`config.mk`:
```
export PLATFORM = sky130hd
export DESIGN_NAME = axil_master_bridge
export DESIGN_NICKNAME = d
export VERILOG_FILES = /design/src/rtl/axil_pkg.sv /design/src/rtl/axil_master_bridge.sv
export SDC_FILE = /design/constraint.sdc
export NUM_CORES = 1
export LEC_CHECK = 0
export CORE_ASPECT_RATIO = 1.4
export CORE_MARGIN = 5
export CORE_UTILIZATION = 42
export CTS_BUF_LIST = sky130_fd_sc_hd__clkbuf_8
export DETAILED_ROUTE_END_ITERATION = 8
export HOLD_SLACK_MARGIN = 0.15
export PLACE_DENSITY = 0.95
export SYNTH_ARGS = -nofsm -noshare
export SYNTH_HDL_FRONTEND = slang
export SYNTH_SLANG_ARGS = --single-unit
```
`constraint.sdc`:
```
create_clock -name clk_i -period 2.9 [get_ports clk_i]
set_input_delay 0.58 -clock clk_i [delete_from_list [all_inputs] [get_ports clk_i]]
set_output_delay 0.58 -clock clk_i [all_outputs]
set_load 0.05 [all_outputs]
```
`src/rtl/axil_pkg.sv`:
```
// Shared AXI-Lite definitions: response codes, master bridge state encoding
// and the response error classifier.
package axil_pkg;

  localparam logic [1:0] RESP_OKAY   = 2'b00;
  localparam logic [1:0] RESP_EXOKAY = 2'b01;
  localparam logic [1:0] RESP_SLVERR = 2'b10;
  localparam logic [1:0] RESP_DECERR = 2'b11;

  typedef enum logic [2:0] {
    IDLE,
    WR,
    WR_RESP,
    RD_ADDR,
    RD_DATA,
    RSP
  } axil_mst_state_t;

  // EXOKAY counts as success; only SLVERR and DECERR report an error.
  function automatic logic resp_is_err(input logic [1:0] resp);
    return (resp == RESP_SLVERR) || (resp == RESP_DECERR);
  endfunction

endpackage

```
`src/rtl/axil_master_bridge.sv`:
```
// Single-outstanding CPU load/store to AXI-Lite master bridge with a local
// address-window check and a buffered response stage.
module axil_master_bridge
  import axil_pkg::*;
#(
  parameter int                    ADDR_WIDTH = 32,
  parameter int                    DATA_WIDTH = 32,
  parameter logic [ADDR_WIDTH-1:0] WIN_BASE   = 32'h2000_0000,
  parameter logic [ADDR_WIDTH-1:0] WIN_MASK   = 32'hFFFF_F000
) (
  input  logic                  clk_i,
  input  logic                  rst_i,
  input  logic                  req_valid_i,
  output logic                  req_ready_o,
  input  logic                  req_we_i,
  input  logic [ADDR_WIDTH-1:0] req_addr_i,
  input  logic [DATA_WIDTH-1:0] req_wdata_i,
  input  logic [3:0]            req_wstrb_i,
  output logic                  rsp_valid_o,
  input  logic                  rsp_ready_i,
  output logic [DATA_WIDTH-1:0] rsp_rdata_o,
  output logic                  rsp_err_o,
  output logic [ADDR_WIDTH-1:0] m_axi_awaddr,
  output logic                  m_axi_awvalid,
  input  logic                  m_axi_awready,
  output logic [DATA_WIDTH-1:0] m_axi_wdata,
  output logic [3:0]            m_axi_wstrb,
  output logic                  m_axi_wvalid,
  input  logic                  m_axi_wready,
  input  logic [1:0]            m_axi_bresp,
  input  logic                  m_axi_bvalid,
  output logic                  m_axi_bready,
  output logic [ADDR_WIDTH-1:0] m_axi_araddr,
  output logic                  m_axi_arvalid,
  input  logic                  m_axi_arready,
  input  logic [DATA_WIDTH-1:0] m_axi_rdata,
  input  logic [1:0]            m_axi_rresp,
  input  logic                  m_axi_rvalid,
  output logic                  m_axi_rready
);

  axil_mst_state_t       state_q, state_d;
  logic                  awvalid_q, awvalid_d;
  logic                  wvalid_q, wvalid_d;
  logic                  arvalid_q, arvalid_d;
  logic [ADDR_WIDTH-1:0] addr_q, addr_d;
  logic [DATA_WIDTH-1:0] wdata_q, wdata_d;
  logic [3:0]            wstrb_q, wstrb_d;
  logic [DATA_WIDTH-1:0] rdata_q, rdata_d;
  logic                  err_q, err_d;
  logic                  in_win;

  assign in_win = (req_addr_i & WIN_MASK) == WIN_BASE;

  always_comb begin
    state_d   = state_q;
    awvalid_d = awvalid_q;
    wvalid_d  = wvalid_q;
    arvalid_d = arvalid_q;
    addr_d    = addr_q;
    wdata_d   = wdata_q;
    wstrb_d   = wstrb_q;
    rdata_d   = rdata_q;
    err_d     = err_q;
    unique case (state_q)
      IDLE: begin
        if (req_valid_i) begin
          if (!in_win) begin
            err_d   = 1'b1;
            rdata_d = '0;
            state_d = RSP;
          end else if (req_we_i) begin
            addr_d    = req_addr_i;
            wdata_d   = req_wdata_i;
            wstrb_d   = req_wstrb_i;
            awvalid_d = 1'b1;
            wvalid_d  = 1'b1;
            state_d   = WR;
          end else begin
            addr_d    = req_addr_i;
            arvalid_d = 1'b1;
            state_d   = RD_ADDR;
          end
        end
      end
      WR: begin
        // A dropped valid doubles as the per-channel "done" flag.
        if (awvalid_q && m_axi_awready) awvalid_d = 1'b0;
        if (wvalid_q && m_axi_wready)   wvalid_d  = 1'b0;
        if (!awvalid_d && !wvalid_d)    state_d   = WR_RESP;
      end
      WR_RESP: begin
        if (m_axi_bvalid) begin
          err_d   = resp_is_err(m_axi_bresp);
          rdata_d = '0;
          state_d = RSP;
        end
      end
      RD_ADDR: begin
        if (m_axi_arready) begin
          arvalid_d = 1'b0;
          state_d   = RD_DATA;
        end
      end
      RD_DATA: begin
        if (m_axi_rvalid) begin
          err_d   = resp_is_err(m_axi_rresp);
          rdata_d = resp_is_err(m_axi_rresp) ? '0 : m_axi_rdata;
          state_d = RSP;
        end
      end
      RSP: begin
        if (rsp_ready_i) state_d = IDLE;
      end
      default: state_d = IDLE;
    endcase
  end

  always_ff @(posedge clk_i) begin
    if (rst_i) begin
      state_q   <= IDLE;
      awvalid_q <= 1'b0;
      wvalid_q  <= 1'b0;
      arvalid_q <= 1'b0;
      addr_q    <= '0;
      wdata_q   <= '0;
      wstrb_q   <= '0;
      rdata_q   <= '0;
      err_q     <= 1'b0;
    end else begin
      state_q   <= state_d;
      awvalid_q <= awvalid_d;
      wvalid_q  <= wvalid_d;
      arvalid_q <= arvalid_d;
      addr_q    <= addr_d;
      wdata_q   <= wdata_d;
      wstrb_q   <= wstrb_d;
      rdata_q   <= rdata_d;
      err_q     <= err_d;
    end
  end

  assign req_ready_o   = (state_q == IDLE);
  assign rsp_valid_o   = (state_q == RSP);
  assign rsp_rdata_o   = rdata_q;
  assign rsp_err_o     = err_q;
  assign m_axi_awaddr  = addr_q;
  assign m_axi_awvalid = awvalid_q;
  assign m_axi_wdata   = wdata_q;
  assign m_axi_wstrb   = wstrb_q;
  assign m_axi_wvalid  = wvalid_q;
  assign m_axi_bready  = (state_q == WR_RESP);
  assign m_axi_araddr  = addr_q;
  assign m_axi_arvalid = arvalid_q;
  assign m_axi_rready  = (state_q == RD_DATA);

endmodule

```
==> Word level (Yosys, flattened, before mapping) <==
Cells that the tools add are included.
{ "word_totals": {"out_inout_bits": 140, "input_bits": 114, "n_memories": 0, "word_cells": 80, "latch_bits": 0, "rom_bits": 0, "regBits": 107, "ram_bits": 0} }
{ "classes": {"bitwise_logic": 0, "shift": 0, "mux": 34, "div": 0, "n_reduce_logical": 17, "magnitude_cmp": 0, "addsub": 0, "multipliers": 0, "eq_ne": 20} }
{ "op_table": {"columns": ["cell", "n"], "rows": [
  ["$mux 32", 5],
  ["$pmux 32 s3", 1],
  ["$mux 3", 7],
  ["$eq 20x18->1 const B", 1],
  ["$pmux 3 s6", 1],
  ["$mux 1", 15],
  ["$ne 2x2->1 const B", 7],
  ["$reduce_and 5->1", 2],
  ["$eq 2x2->1 const B", 4],
  ["$reduce_and 4->1", 2],
  ["$eq 3x2->1 const B", 2],
  ["$eq 3x3->1 const B", 2],
  ["$ne 2x1->1 const B", 3],
  ["$pmux 1 s2", 3],
  ["$reduce_and 6->1", 1],
  ["$reduce_bool 2->1", 2],
  ["$eq 3x1->1 const B", 1],
  ["$logic_and 1x1->1", 3],
  ["$logic_not 3->1", 1],
  ["$pmux 1 s3", 1],
  ["$reduce_and 3->1", 1],
  ["$reduce_bool 3->1", 1],
  ["$logic_not 1->1", 2],
  ["$logic_or 1x1->1", 2],
  ["$mux 2", 1]
]} }

==> Longest topological paths before layout <==
Gate-level depths: netlist of the first run.
{ "logic_depth": {"word_depth": 7, "mapped_depth": 8, "mapped_depth_nobuf": 6} }

==> Worst setup path after synthesis of the first run <==
Ideal clock, no wire load.
{ "synth_path": {"kind": "register to register", "from": "register state_q[2]", "to": "register rdata_q[10] (netlist: rsp_rdata_o[10])", "arrival_time_ns": 2.644, "path_stages_with_launch": 8, "synth_period_minus_slack_ns": 2.715, "path_buffers": 2, "slack_ns": 0.185, "setup_time_ns": 0.072, "required_time_ns": 2.828, "cell_sequence": "dfxtp_1 buf_2 nor3b_1 nand2b_1 nor2_1 clkbuf_1 nand2_1 mux2i_1"} }
{ "synth_via": {"elab_chain_cells": 3, "word_cells_on_any_way": 10, "cone_classes": "6 x eq/ne; 1 x mux; 3 x reduce/logical"} }
{ "synth_lines": {"columns": ["element", "line", "source"], "rows": [
  ["from (decl)", "axil_master_bridge.sv:42", "axil_mst_state_t state_q, state_d;"],
  ["from (signal assigned)", "axil_master_bridge.sv:131", "state_q <= state_d;"],
  ["$eq 3x3->1 *", null, null],
  ["via m_axi_rready", "axil_master_bridge.sv:39", "output logic m_axi_rready"],
  ["$ne 2x2->1 (no source line) / $reduce_bool 3->1 (equally long branches)", null, null],
  ["$reduce_and 5->1 (no source line)", null, null],
  ["to (signal assigned)", "axil_master_bridge.sv:138", "rdata_q <= rdata_d;"],
  ["to (decl)", "axil_master_bridge.sv:49", "logic [DATA_WIDTH-1:0] rdata_q, rdata_d;"]
]} }
Mark *: on every way through the listed nets, which the timed path passes. The rest lies on a longest branch.
A chain may end at the register's enable or synchronous reset.

==> Worst setup path in the final report of the first run <==
{ "layout_path": {"from": "register state_q[1]", "to": "output m_axi_bready"} }
{ "layout_via": {"elab_chain_cells": 1} }
{ "layout_lines": {"columns": ["element", "line", "source"], "rows": [
  ["$eq 3x2->1", "axil_master_bridge.sv:152", "assign m_axi_bready = (state_q == WR_RESP);"],
  ["to (decl)", "axil_master_bridge.sv:32", "output logic m_axi_bready,"]
]} }
Every way passes these cells.

==> results of run 1 <==
==> sequential cells by signal, indices dropped and copies added, names as in the netlist <==
register / flops
m_axi_araddr: 32
m_axi_arvalid: 1
m_axi_awvalid: 1
m_axi_wdata: 32
m_axi_wstrb: 4
m_axi_wvalid: 1
rsp_err_o: 1
rsp_rdata_o: 32
state_q: 3
==> power groups by stage <==
stage,Clock [mW],Combinational (mW),Sequential (mW)
finish,0.924,1.07,1.58
global placement,0,1.05,1.60
floorplan,0,0.597,1.71
global route,1.02,1.13,1.58
detailed placement,0,1.07,1.61
CTS,0.949,1.07,1.57
==> per-layer routing <==
layer / up-vias / routed length, um
li1: 1861 / -
met3: 18 / 1600
met1: 1794 / 4880
met2: 194 / 6640
met5: - / 0
met4: 0 / 244
==> final cells by class <==
type	count	area [sq um]	area share [%]
Timing Repair Buffer	259	2610	37.4
Clock inverter	6	72.6	1.04
Multi-Input combinational cell	276	1840	26.4
Inverter	5	18.8	0.269
Tap cell	138	173	2.47
Clock buffer	9	124	1.77
Sequential cell	107	2140	30.7
==> stage by stage <==
stage          hold slack (ns)  total power [mW]  worst slack (ns)  utilization, %  cell area, sq um
2_1_floorplan            0.584              2.31             0.185               -              4360
3_3_place_gp             0.457              2.65             0.156            65.9              6780
3_5_place_dp             0.464              2.68            0.0727            65.9              6780
4_1_cts                  0.478              3.60            0.0532            67.8              6980
5_1_grt                  0.492              3.73            0.0412            67.8              6980
6_report                 0.475              3.57             0.138            67.8              6980
==> path summary, 6_finish.rpt <==
kind,startpoint,to,slack (ns),cells after the start
max,state_q[1]$_SDFFE_PP0P_,m_axi_bready,0.14,3
min,rsp_rdata_o[23]$_SDFFE_PP0P_,rsp_rdata_o[23]$_SDFFE_PP0P_,0.47,2
max reg2reg,state_q[2]$_SDFFE_PP0P_,rsp_rdata_o[4]$_SDFFE_PP0P_,0.42,5
min reg2reg,rsp_rdata_o[23]$_SDFFE_PP0P_,rsp_rdata_o[23]$_SDFFE_PP0P_,0.47,2
==> worst register-to-register path, stage by stage, from the launching register on <==
cell,delay (ns)
sky130_fd_sc_hd__dfxtp_1,0.57
sky130_fd_sc_hd__nor3b_1,0.31
sky130_fd_sc_hd__nand2b_1,0.13
sky130_fd_sc_hd__nor2_2,0.97
sky130_fd_sc_hd__nand2_1,0.22
sky130_fd_sc_hd__mux2i_1,0.22
==> synth_stat cells <==
library cell and count:
sky130_fd_sc_hd__a2111o_1 2, sky130_fd_sc_hd__a21boi_0 1, sky130_fd_sc_hd__a21oi_1 6, sky130_fd_sc_hd__a311oi_1 1
sky130_fd_sc_hd__a32o_1 1, sky130_fd_sc_hd__and2_1 19, sky130_fd_sc_hd__buf_2 3, sky130_fd_sc_hd__buf_4 39
sky130_fd_sc_hd__buf_6 1, sky130_fd_sc_hd__clkbuf_1 14, sky130_fd_sc_hd__dfxtp_1 107, sky130_fd_sc_hd__inv_1 4
sky130_fd_sc_hd__inv_2 1, sky130_fd_sc_hd__mux2i_1 80, sky130_fd_sc_hd__nand2_1 38, sky130_fd_sc_hd__nand2b_1 35
sky130_fd_sc_hd__nand3_1 3, sky130_fd_sc_hd__nand3b_1 1, sky130_fd_sc_hd__nor2_1 58, sky130_fd_sc_hd__nor2_2 1
sky130_fd_sc_hd__nor2b_1 2, sky130_fd_sc_hd__nor3_1 4, sky130_fd_sc_hd__nor3_2 2, sky130_fd_sc_hd__nor3b_1 2
sky130_fd_sc_hd__nor4_1 8, sky130_fd_sc_hd__nor4_4 1, sky130_fd_sc_hd__nor4b_1 1, sky130_fd_sc_hd__o21ai_0 2
sky130_fd_sc_hd__o21ai_1 1, sky130_fd_sc_hd__o41ai_1 3, sky130_fd_sc_hd__or3_1 2, sky130_fd_sc_hd__or4_4 1
sky130_fd_sc_hd__or4b_1 1
==> logic make-up after synthesis <==
logic type / Yosys count / synth area share [%]
and+or+nand+nor: 179 / 20.8
DFF: 107 / 49.1
muxes: 80 / 18.4
buffers and inverters: 62 / 8.95
AOI/OAI and AO/OA: 17 / 2.75
==> reports/qor.json, run 1 <==
{
  "outcome": {
    "outcome": "finished, final reports clean"
  },
  "worst_setup_path": {
    "setup.worst_path.end_class": "output pin",
    "path_cells": "inv_1 -> nor3_1 -> clkdlybuf4s50_1",
    "startpoint_type": "flop",
    "worst_ep_required_time_ns": 2.32,
    "critical_path.max_stage_delay_ns": 0.85,
    "cp.buffers_inverters": 2,
    "critical_path.slowest_cell": "sky130_fd_sc_hd__clkdlybuf4s50_1",
    "crit_family": "buffers and inverters",
    "setup.worst_path.class": "flop to output pin",
    "path_max_fanout": 15,
    "crit_arrival_ns": 2.18
  },
  "pwr": {
    "share_clk_of_total_power_pct": 25.8,
    "p_int_mw": 2.41,
    "powerDensity_nw_per_um2": 512,
    "static-leakage-power_nw": 2.48,
    "fraction_of_power_consumed_by_combinational_cells_pct": 30.1,
    "worst_ir_drop_vdd_mv": 0.359,
    "sw_frac_of_total_pct": 32.6,
    "p_switching_mw": 1.17,
    "pwr-share-seq_pct": 44.1
  },
  "clock_network": {
    "clock-root-buffer": "sky130_fd_sc_hd__clkbuf_8",
    "cts_htree_levels": 3,
    "worst_setup_hold_path_clk_slew_ns": 0.10,
    "tritoncts": "yes",
    "post_cts_hold_buffer_count": 0,
    "clkSinkCount": 107,
    "cts_repair_resize_count": 0,
    "clock_path_buffers": 2,
    "post_cts_buffers": 0,
    "clk_latency_ns": 0.37,
    "cts-buffers-inserted": 9
  },
  "layout": {
    "drive_above_1_share_pct": 4.68,
    "nets": 772,
    "final-instance-count-excl-fill": 800,
    "most_frequent_standard_cell_in_the_layout_excluding_fill_and_tap_cells": "sky130_fd_sc_hd__clkdlybuf4s50_1",
    "syn2layout_area_growth_pct": 60.0,
    "layout_common_cells": "sky130_fd_sc_hd__clkdlybuf4s50_1, sky130_fd_sc_hd__dfxtp_1, sky130_fd_sc_hd__mux2i_1",
    "n_antenna_cell": 0,
    "fill_cells": 741
  },
  "place": {
    "port-buffer-count": 251,
    "hpwl_dp_mm": 10.6,
    "placed_cells": 785,
    "gpl.final_weighted_congestion": 0.836
  },
  "synth": {
    "synth_largest_area_cell": "sky130_fd_sc_hd__dfxtp_1",
    "most_area_consuming_cells_after_synthesis": "sky130_fd_sc_hd__dfxtp_1, sky130_fd_sc_hd__mux2i_1, sky130_fd_sc_hd__buf_4",
    "ys_ff_latch": 107,
    "synth-seq-area-share_pct": 49.1,
    "syn-cell-area_sq_um": 4360,
    "syn-num-nets": 559,
    "yosysWarningCount": 0,
    "postSynthAreaPerCell_sq_um": 9.80,
    "synthCells": 445,
    "synth.lib_cells_used.distinct": 33,
    "synth_top_area_share_pct": 49.1
  },
  "global_route": {
    "grt_overflow": 0,
    "busiest_layer": "met2",
    "vias_in_the_first_global_route": 3996,
    "antenna_found_initial": 0,
    "global_route.usage.met3_pct": 7.10,
    "grt_pass1_wl_mm": 19.8,
    "grt_util_met1_pct": 22.0,
    "largest_net_degree_at_the_start_of_global_routing": 52,
    "track_usage_pct": 20.3,
    "grt.met2_usage_pct": 35.9
  },
  "detailed_routing": {
    "iteration_count_of_the_initial_detailed_routing_pass": 4,
    "detail_route.wirelength_mm": 13.4,
    "drc": 0,
    "routed-via-count": 3867,
    "detailedRoute.firstIterationViolations": 85,
    "avgRoutedWirePerCell_um": 16.7,
    "drt-vias-per-instance": 4.83,
    "drt.antenna.violating_nets": 0
  },
  "hold_path": {
    "hold_path.class": "flop to flop"
  },
  "die": {
    "placeable_core_region_sq_um": 10300,
    "rows": 44,
    "die_x_um": 96.1,
    "initial_utilization_pct": 42.4,
    "fp.dieArea_sq_um": 12600,
    "die_height_um": 131,
    "boundaryPins": 254
  },
  "flow_run": {
    "cap_viol_max_count": 0
  },
  "sta": {
    "rsz0062_at_grt": "false",
    "final.setup_skew_ns": 0.0125,
    "final_hold_viol_count": 0,
    "fin_crit_ns": 2.76,
    "finalSetupViolCount": 0,
    "slew_headroom_pct": 14.4,
    "final.setup.tns_ns": 0,
    "transition_time_of_the_tightest_slew_check_pin_ns": 1.28,
    "timing.final.crit_share_pct": 95.3,
    "fmaxAchievable_ghz": 0.362,
    "slew_viol_final": 0
  }
}
Note: power is estimated with default switching activity, not from simulation.
==> run 2: changes to the inputs <==
Settings changed: ABC_CLOCK_PERIOD_IN_PS set to 3300, SETUP_SLACK_MARGIN set to 0.2.
Clock period 2.9 ns to 3.3 ns, I/O delays scaled along.
==> reports/qor.json, run 2 (synthesized netlist as in run 1, its figures left out) <==
{
  "outcome": {
    "outcome": "finished, final reports clean"
  },
  "place": {
    "hpwl_dp": {"value": 10.6, "unit": "mm", "change": "+0.35%"},
    "port-buffer-count": {"value": 251, "change": "unchanged"},
    "placed_cell_area": {"value": 6750, "unit": "sq um", "change": "-0.41%"},
    "post-place-ws": {"value": 0.156, "unit": "ns", "change": "+0.0831 ns"},
    "gpl.final_weighted_congestion": {"value": 0.840, "change": "+0.51%"},
    "placed_cells": {"value": 783, "change": "-0.25%"}
  },
  "detailed_routing": {
    "routed-via-count": {"value": 3860, "change": "-0.18%"},
    "drt.antenna.violating_nets": {"value": 0, "change": "unchanged"},
    "detailedRoute.firstIterationViolations": {"value": 87, "change": "+2.4%"},
    "iteration_count_of_the_initial_detailed_routing_pass": {"value": 4, "change": "unchanged"},
    "avgRoutedWirePerCell": {"value": 16.7, "unit": "um", "change": "+0.19%"},
    "drc": {"value": 0, "change": "unchanged"},
    "drt-vias-per-instance": {"value": 4.83, "change": "-0.18%"},
    "detail_route.wirelength": {"value": 13.4, "unit": "mm", "change": "+0.19%"}
  },
  "layout": {
    "final-instance-count-excl-fill": {"value": 800, "change": "unchanged"},
    "layout_common_cells": "sky130_fd_sc_hd__clkdlybuf4s50_1, sky130_fd_sc_hd__dfxtp_1, sky130_fd_sc_hd__mux2i_1",
    "postLayoutCellArea": {"value": 6970, "unit": "sq um", "change": "-0.20%"},
    "nets": {"value": 770, "change": "-0.26%"},
    "fill_cells": {"value": 731, "change": "-1.3%"},
    "most_frequent_standard_cell_in_the_layout_excluding_fill_and_tap_cells": "sky130_fd_sc_hd__clkdlybuf4s50_1",
    "syn2layout_area_growth_pct": 59.7,
    "drive_above_1_share": {"value": 4.54, "unit": "%", "change": "-0.14 points"}
  },
  "global_route": {
    "largest_net_degree_at_the_start_of_global_routing": {"value": 52, "change": "unchanged"},
    "antenna_found_initial": {"value": 1, "change": "+1"},
    "grt_util_met1": {"value": 19.9, "unit": "%", "change": "-2.1 points"},
    "track_usage": {"value": 20.3, "unit": "%", "change": "about the same"},
    "grt_overflow": {"value": 0, "change": "unchanged"},
    "grt.met2_usage": {"value": 36.2, "unit": "%", "change": "+0.33 points"},
    "busiest_layer": "met2",
    "vias_in_the_first_global_route": {"value": 4074, "change": "+2.0%"},
    "grt_pass1_wl": {"value": 19.8, "unit": "mm", "change": "about the same"},
    "global_route.usage.met3": {"value": 9.34, "unit": "%", "change": "+2.2 points"}
  },
  "die": {
    "die_x": {"value": 96.1, "unit": "um", "change": "unchanged"},
    "fp.dieArea": {"value": 12600, "unit": "sq um", "change": "unchanged"},
    "die_height": {"value": 131, "unit": "um", "change": "unchanged"},
    "initial_utilization": {"value": 42.4, "unit": "%", "change": "unchanged"},
    "boundaryPins": {"value": 254, "change": "unchanged"},
    "rows": {"value": 44, "change": "unchanged"},
    "placeable_core_region": {"value": 10300, "unit": "sq um", "change": "unchanged"}
  },
  "worst_setup_path": {
    "worst_r2r_startpoint": "state_q[1]$_SDFFE_PP0P_",
    "path_cells": "or3_1 -> inv_2 -> clkdlybuf4s50_1",
    "timing.critical_path.from": "state_q[2]$_SDFFE_PP0P_",
    "critical_path.max_stage_delay": {"value": 0.82, "unit": "ns", "change": "-0.03 ns"},
    "worst_ep_required_time": {"value": 2.64, "unit": "ns", "change": "+0.32 ns"},
    "startpoint_type": "flop",
    "crit_family": "buffers and inverters",
    "crit_arrival": {"value": 2.25, "unit": "ns", "change": "+0.07 ns"},
    "setup.worst_path.end_class": "output pin",
    "critical_path.slowest_cell": "sky130_fd_sc_hd__clkdlybuf4s50_1",
    "cp.buffers_inverters": {"value": 2, "change": "unchanged"},
    "setup.worst_path.class": "flop to output pin",
    "path_max_fanout": {"value": 14, "change": "-1"}
  },
  "hold_path": {
    "hold_path.class": "flop to flop",
    "timing.hold.worst.start": "rsp_rdata_o[26]$_SDFFE_PP0P_"
  },
  "clock_network": {
    "clkSinkCount": {"value": 107, "change": "unchanged"},
    "cts_repair_resize_count": {"value": 0, "change": "unchanged"},
    "cts-buffers-inserted": {"value": 9, "change": "unchanged"},
    "cts_htree_levels": {"value": 3, "change": "unchanged"},
    "tritoncts": "yes",
    "post_cts_buffers": {"value": 0, "change": "unchanged"},
    "clk_latency": {"value": 0.38, "unit": "ns", "change": "about the same"},
    "post_cts_hold_buffer_count": {"value": 0, "change": "unchanged"},
    "worst_setup_hold_path_clk_slew": {"value": 0.10, "unit": "ns", "change": "about the same"},
    "clock_path_buffers": {"value": 2, "change": "unchanged"},
    "clock-root-buffer": "sky130_fd_sc_hd__clkbuf_8"
  },
  "sta": {
    "fmaxAchievable_ghz": 0.343,
    "timing.final.crit_share_pct": 88.3,
    "transition_time_of_the_tightest_slew_check_pin": {"value": 1.29, "unit": "ns", "change": "+0.00461 ns"},
    "rsz0062_at_grt": "false",
    "final.setup.tns": {"value": 0, "unit": "ns", "change": "unchanged"},
    "slew_viol_final": {"value": 0, "change": "unchanged"},
    "final.setup_skew": {"value": 0.0119, "unit": "ns", "change": "-0.000669 ns"},
    "slew_headroom": {"value": 14.1, "unit": "%", "change": "-0.31 points"},
    "final_critical_path_setup_slack": {"value": 0.388, "unit": "ns", "change": "+0.250 ns"},
    "fin_crit_ns": 2.91,
    "final_hold_viol_count": {"value": 0, "change": "unchanged"},
    "finalSetupViolCount": {"value": 0, "change": "unchanged"}
  },
  "flow_run": {
    "cap_viol_max_count": {"value": 0, "change": "unchanged"}
  },
  "pwr": {
    "powerDensity": {"value": 450, "unit": "nW/um^2", "change": "-12%"},
    "power.total": {"value": 3.13, "unit": "mW", "change": "-12%"},
    "worst_ir_drop_vdd": {"value": 0.263, "unit": "mV", "change": "-27%"},
    "static-leakage-power": {"value": 2.46, "unit": "nW", "change": "-0.65%"}
  }
}
## run 2: cell types whose count changed in the layout (fill, tap and decap cells not counted), sizes merged
| cell | change |
|---|---|
| buf | -2 |
| clkbuf | +1 |
| clkdlybuf4s50 | +1 |
| inv | -1 |
| diode | +1 |
| clkinv | +1 |
| dlymetal6s2s | -1 |
## run 2: area by class of cell
| type | instances | area [sq um] | area share, % |
|---|---|---|---|
| diodes | 1 | 2.50 | 0.0359 |
| clock buffers | 10 | 138 | 1.98 |
| clock inverters | 6 | 72.6 | 1.04 |
| inverters | 5 | 18.8 | 0.269 |
| multi-input cells | 276 | 1840 | 26.5 |
| flip-flops and latches | 107 | 2140 | 30.7 |
| well taps | 138 | 173 | 2.48 |
| repair buffers | 257 | 2580 | 37.0 |
## run 2: final timing paths
kind                                  end  slack (ns)  cells past startpoint
max                           req_ready_o        0.39                      3
min          rsp_rdata_o[26]$_SDFFE_PP0P_        0.48                      2
max reg2reg   rsp_rdata_o[5]$_SDFFE_PP0P_        0.58                      5
min reg2reg  rsp_rdata_o[26]$_SDFFE_PP0P_        0.48                      2
## run 2: metrics by stage
stage	util, %	hold WS, ns
2_1_floorplan	-	0.584
3_3_place_gp	65.6	0.457
3_5_place_dp	65.6	0.467
4_1_cts	67.6	0.483
5_1_grt	67.7	0.495
6_report	67.7	0.476
## run 2: tightest hold or removal path, stage by stage, from the launching register on
cell and delay (ns):
sky130_fd_sc_hd__dfxtp_1 0.32, sky130_fd_sc_hd__nand2b_1 0.06, sky130_fd_sc_hd__mux2i_1 0.05
## run 2: where the power goes
part           internal (mW)  switching, mW
logic                  0.402          0.494
registers               1.34         0.0631
clock network          0.380          0.456
## run 2: metal layers
| layer | part of all wire (%) | vias to the layer above |
|---|---|---|
| li1 | - | 1863 |
| met1 | 35 | 1769 |
| met2 | 49 | 206 |
| met3 | 13 | 22 |
| met4 | 2.4 | 0 |
| met5 | 0 | - |
==> run 3: changes to the inputs <==
Settings changed: ABC_AREA set to 0, ABC_CLOCK_PERIOD_IN_PS 3300 to 2400, CORE_UTILIZATION 42 to 35, PLACE_DENSITY 0.95 to 0.86.
Clock period 3.3 ns to 2.4 ns, I/O delays scaled along.
==> reports/qor.json, run 3 (synthesized netlist as in run 1, its figures left out) <==
{
  "place": {
    "post-place-ws": {"value": -0.493, "unit": "ns", "change": "-0.649 ns"},
    "hpwl_dp": {"value": 10.7, "unit": "mm", "change": "+1.3%"},
    "port-buffer-count": {"value": 251, "change": "unchanged"},
    "gpl.final_weighted_congestion": {"value": 0.798, "change": "-5.1%"}
  },
  "sta": {
    "slew_headroom": {"value": 61.7, "unit": "%", "change": "+48 points"},
    "final_critical_path_setup_slack": {"value": 0.259, "unit": "ns", "change": "-0.129 ns"},
    "final_hold_viol_count": {"value": 0, "change": "unchanged"},
    "final.setup.tns": {"value": 0, "unit": "ns", "change": "unchanged"},
    "timing.final.crit_share_pct": 89.2,
    "fin_crit_ns": 2.14,
    "transition_time_of_the_tightest_slew_check_pin": {"value": 0.572, "unit": "ns", "change": "-0.715 ns"},
    "finalSetupViolCount": {"value": 0, "change": "unchanged"},
    "fmaxAchievable_ghz": 0.467,
    "rsz0062_at_grt": "false",
    "slew_viol_final": {"value": 0, "change": "unchanged"},
    "final.setup_skew": {"value": 0.0115, "unit": "ns", "change": "-0.000388 ns"}
  },
  "clock_network": {
    "clk_latency": {"value": 0.36, "unit": "ns", "change": "-0.02 ns"},
    "tritoncts": "yes",
    "clkSinkCount": {"value": 107, "change": "unchanged"},
    "post_cts_hold_buffer_count": {"value": 0, "change": "unchanged"},
    "clock-root-buffer": "sky130_fd_sc_hd__clkbuf_8",
    "clock_path_buffers": {"value": 2, "change": "unchanged"},
    "worst_setup_hold_path_clk_slew": {"value": 0.10, "unit": "ns", "change": "about the same"},
    "cts-buffers-inserted": {"value": 9, "change": "unchanged"},
    "cts_htree_levels": {"value": 3, "change": "unchanged"}
  },
  "layout": {
    "syn2layout_area_growth_pct": 68.6,
    "most_frequent_standard_cell_in_the_layout_excluding_fill_and_tap_cells": "sky130_fd_sc_hd__clkdlybuf4s50_1",
    "layout_common_cells": "sky130_fd_sc_hd__clkdlybuf4s50_1, sky130_fd_sc_hd__dfxtp_1, sky130_fd_sc_hd__mux2i_1",
    "drive_above_1_share": {"value": 9.90, "unit": "%", "change": "+5.4 points"},
    "n_antenna_cell": {"value": 0, "change": "-1"},
    "nets": {"value": 796, "change": "+3.4%"},
    "fill_cells": {"value": 979, "change": "+34%"}
  },
  "outcome": {
    "outcome": "finished, final reports clean"
  },
  "pwr": {
    "worst_ir_drop_vdd": {"value": 0.306, "unit": "mV", "change": "+16%"},
    "static-leakage-power": {"value": 2.65, "unit": "nW", "change": "+7.5%"},
    "powerDensity": {"value": 630, "unit": "nW/um^2", "change": "+40%"}
  },
  "worst_setup_path": {
    "crit_arrival": {"value": 2.38, "unit": "ns", "change": "+0.13 ns"},
    "timing.reg2reg.worst_path_depth": {"value": 10, "change": "+5"},
    "worst_ep_required_time": {"value": 2.64, "unit": "ns", "change": "about the same"},
    "setup.worst_path.end_class": "flop",
    "startpoint_type": "flop",
    "path_max_fanout": {"value": 9, "change": "-5"},
    "setup.worst_path.class": "flop to flop"
  },
  "detailed_routing": {
    "drc": {"value": 0, "change": "unchanged"},
    "avgRoutedWirePerCell": {"value": 17.2, "unit": "um", "change": "+2.7%"},
    "drt.antenna.violating_nets": {"value": 0, "change": "unchanged"},
    "drt-vias-per-instance": {"value": 4.75, "change": "-1.6%"},
    "iteration_count_of_the_initial_detailed_routing_pass": {"value": 4, "change": "unchanged"},
    "detail_route.wirelength": {"value": 14.4, "unit": "mm", "change": "+7.4%"},
    "detailedRoute.firstIterationViolations": {"value": 80, "change": "-8.0%"},
    "routed-via-count": {"value": 3972, "change": "+2.9%"}
  },
  "die": {
    "placeable_core_region": {"value": 12300, "unit": "sq um", "change": "+19%"},
    "die_height": {"value": 142, "unit": "um", "change": "+8.8%"},
    "rows": {"value": 48, "change": "+9.1%"},
    "fp.dieArea": {"value": 14800, "unit": "sq um", "change": "+18%"},
    "boundaryPins": {"value": 254, "change": "unchanged"},
    "die_x": {"value": 104, "unit": "um", "change": "+8.6%"},
    "initial_utilization": {"value": 35.6, "unit": "%", "change": "-6.8 points"}
  },
  "global_route": {
    "grt_overflow": {"value": 0, "change": "unchanged"},
    "largest_net_degree_at_the_start_of_global_routing": {"value": 50, "change": "-3.8%"},
    "grt_pass1_wl": {"value": 21.8, "unit": "mm", "change": "+10%"},
    "vias_in_the_first_global_route": {"value": 4336, "change": "+6.4%"},
    "track_usage": {"value": 17.9, "unit": "%", "change": "-2.4 points"},
    "antenna_found_initial": {"value": 0, "change": "-1"}
  },
  "hold_path": {
    "hold_path.class": "input port to flop",
    "timing.hold.worst_path_depth": {"value": 2, "change": "unchanged"}
  },
  "flow_run": {
    "cap_viol_max_count": {"value": 0, "change": "unchanged"}
  }
}
==> run 3: per-layer routing <==
layer,up-vias,track usage [%],share of wire (%)
met2,193,32.7,51
met4,0,6.34,2.2
met5,-,0,0
met3,21,8.22,9.6
li1,1914,-,-
met1,1844,17.8,37
==> run 3: area by class of cell <==
| type | instances | area (sq um) | share of cell area, % |
|---|---|---|---|
| clock buffer | 10 | 138 | 1.87 |
| clock inverter | 6 | 71.3 | 0.970 |
| inverter | 5 | 21.3 | 0.289 |
| multi-input combinational | 277 | 1900 | 25.8 |
| sequential | 107 | 2150 | 29.2 |
| tap | 150 | 188 | 2.55 |
| timing repair buffer | 282 | 2890 | 39.4 |
==> run 3: stage by stage <==
stage               instances  util [%]  total power, mW  hold slack, ns  instance area, sq um
floorplan                 445         -             2.79           0.586                  4370
global placement          811      56.5             3.33           0.458                  6920
detailed placement        811      56.5             3.36           0.466                  6920
CTS                       830      58.6             4.60           0.443                  7180
global route              837      60.0             4.84           0.469                  7350
finish                    837      60.0             4.63           0.473                  7350
==> run 3: report_power, final <==
group	switching, mW	internal [mW]
combinational	0.815	0.783
sequential	0.0508	1.84
clock	0.621	0.521
==> run 3: worst paths after layout <==
kind,slack [ns],to,startpoint
min,0.47,m_axi_awvalid$_SDFFE_PP0P_,rst_i
max,0.26,m_axi_wdata[30]$_SDFFE_PP0P_,state_q[2]$_SDFFE_PP0P_
max reg2reg,0.26,m_axi_wdata[30]$_SDFFE_PP0P_,state_q[2]$_SDFFE_PP0P_
min reg2reg,0.48,rsp_rdata_o[7]$_SDFFE_PP0P_,rsp_rdata_o[7]$_SDFFE_PP0P_
==> run 3: repair_timing <==
| item | 4_1_cts | 5_1_grt |
|---|---|---|
| cloned | 1 | 5 |
| gates resized for setup | 2 | 10 |
| setup buffers | 2 | 2 |
| setup endpoints to repair | 87 | 70 |
| pin swaps | 2 | 2 |
==> run 3: worst max-delay path, stage by stage, from the launching register on <==
cell and delay, ns:
sky130_fd_sc_hd__dfxtp_4 0.38, sky130_fd_sc_hd__buf_4 0.15, sky130_fd_sc_hd__or3_4 0.40, sky130_fd_sc_hd__buf_6 0.14
sky130_fd_sc_hd__inv_4 0.06, sky130_fd_sc_hd__nand3_2 0.09, sky130_fd_sc_hd__nor3_4 0.21, sky130_fd_sc_hd__buf_12 0.16
sky130_fd_sc_hd__clkbuf_16 0.17, sky130_fd_sc_hd__mux2i_1 0.20, sky130_fd_sc_hd__nor2_1 0.06
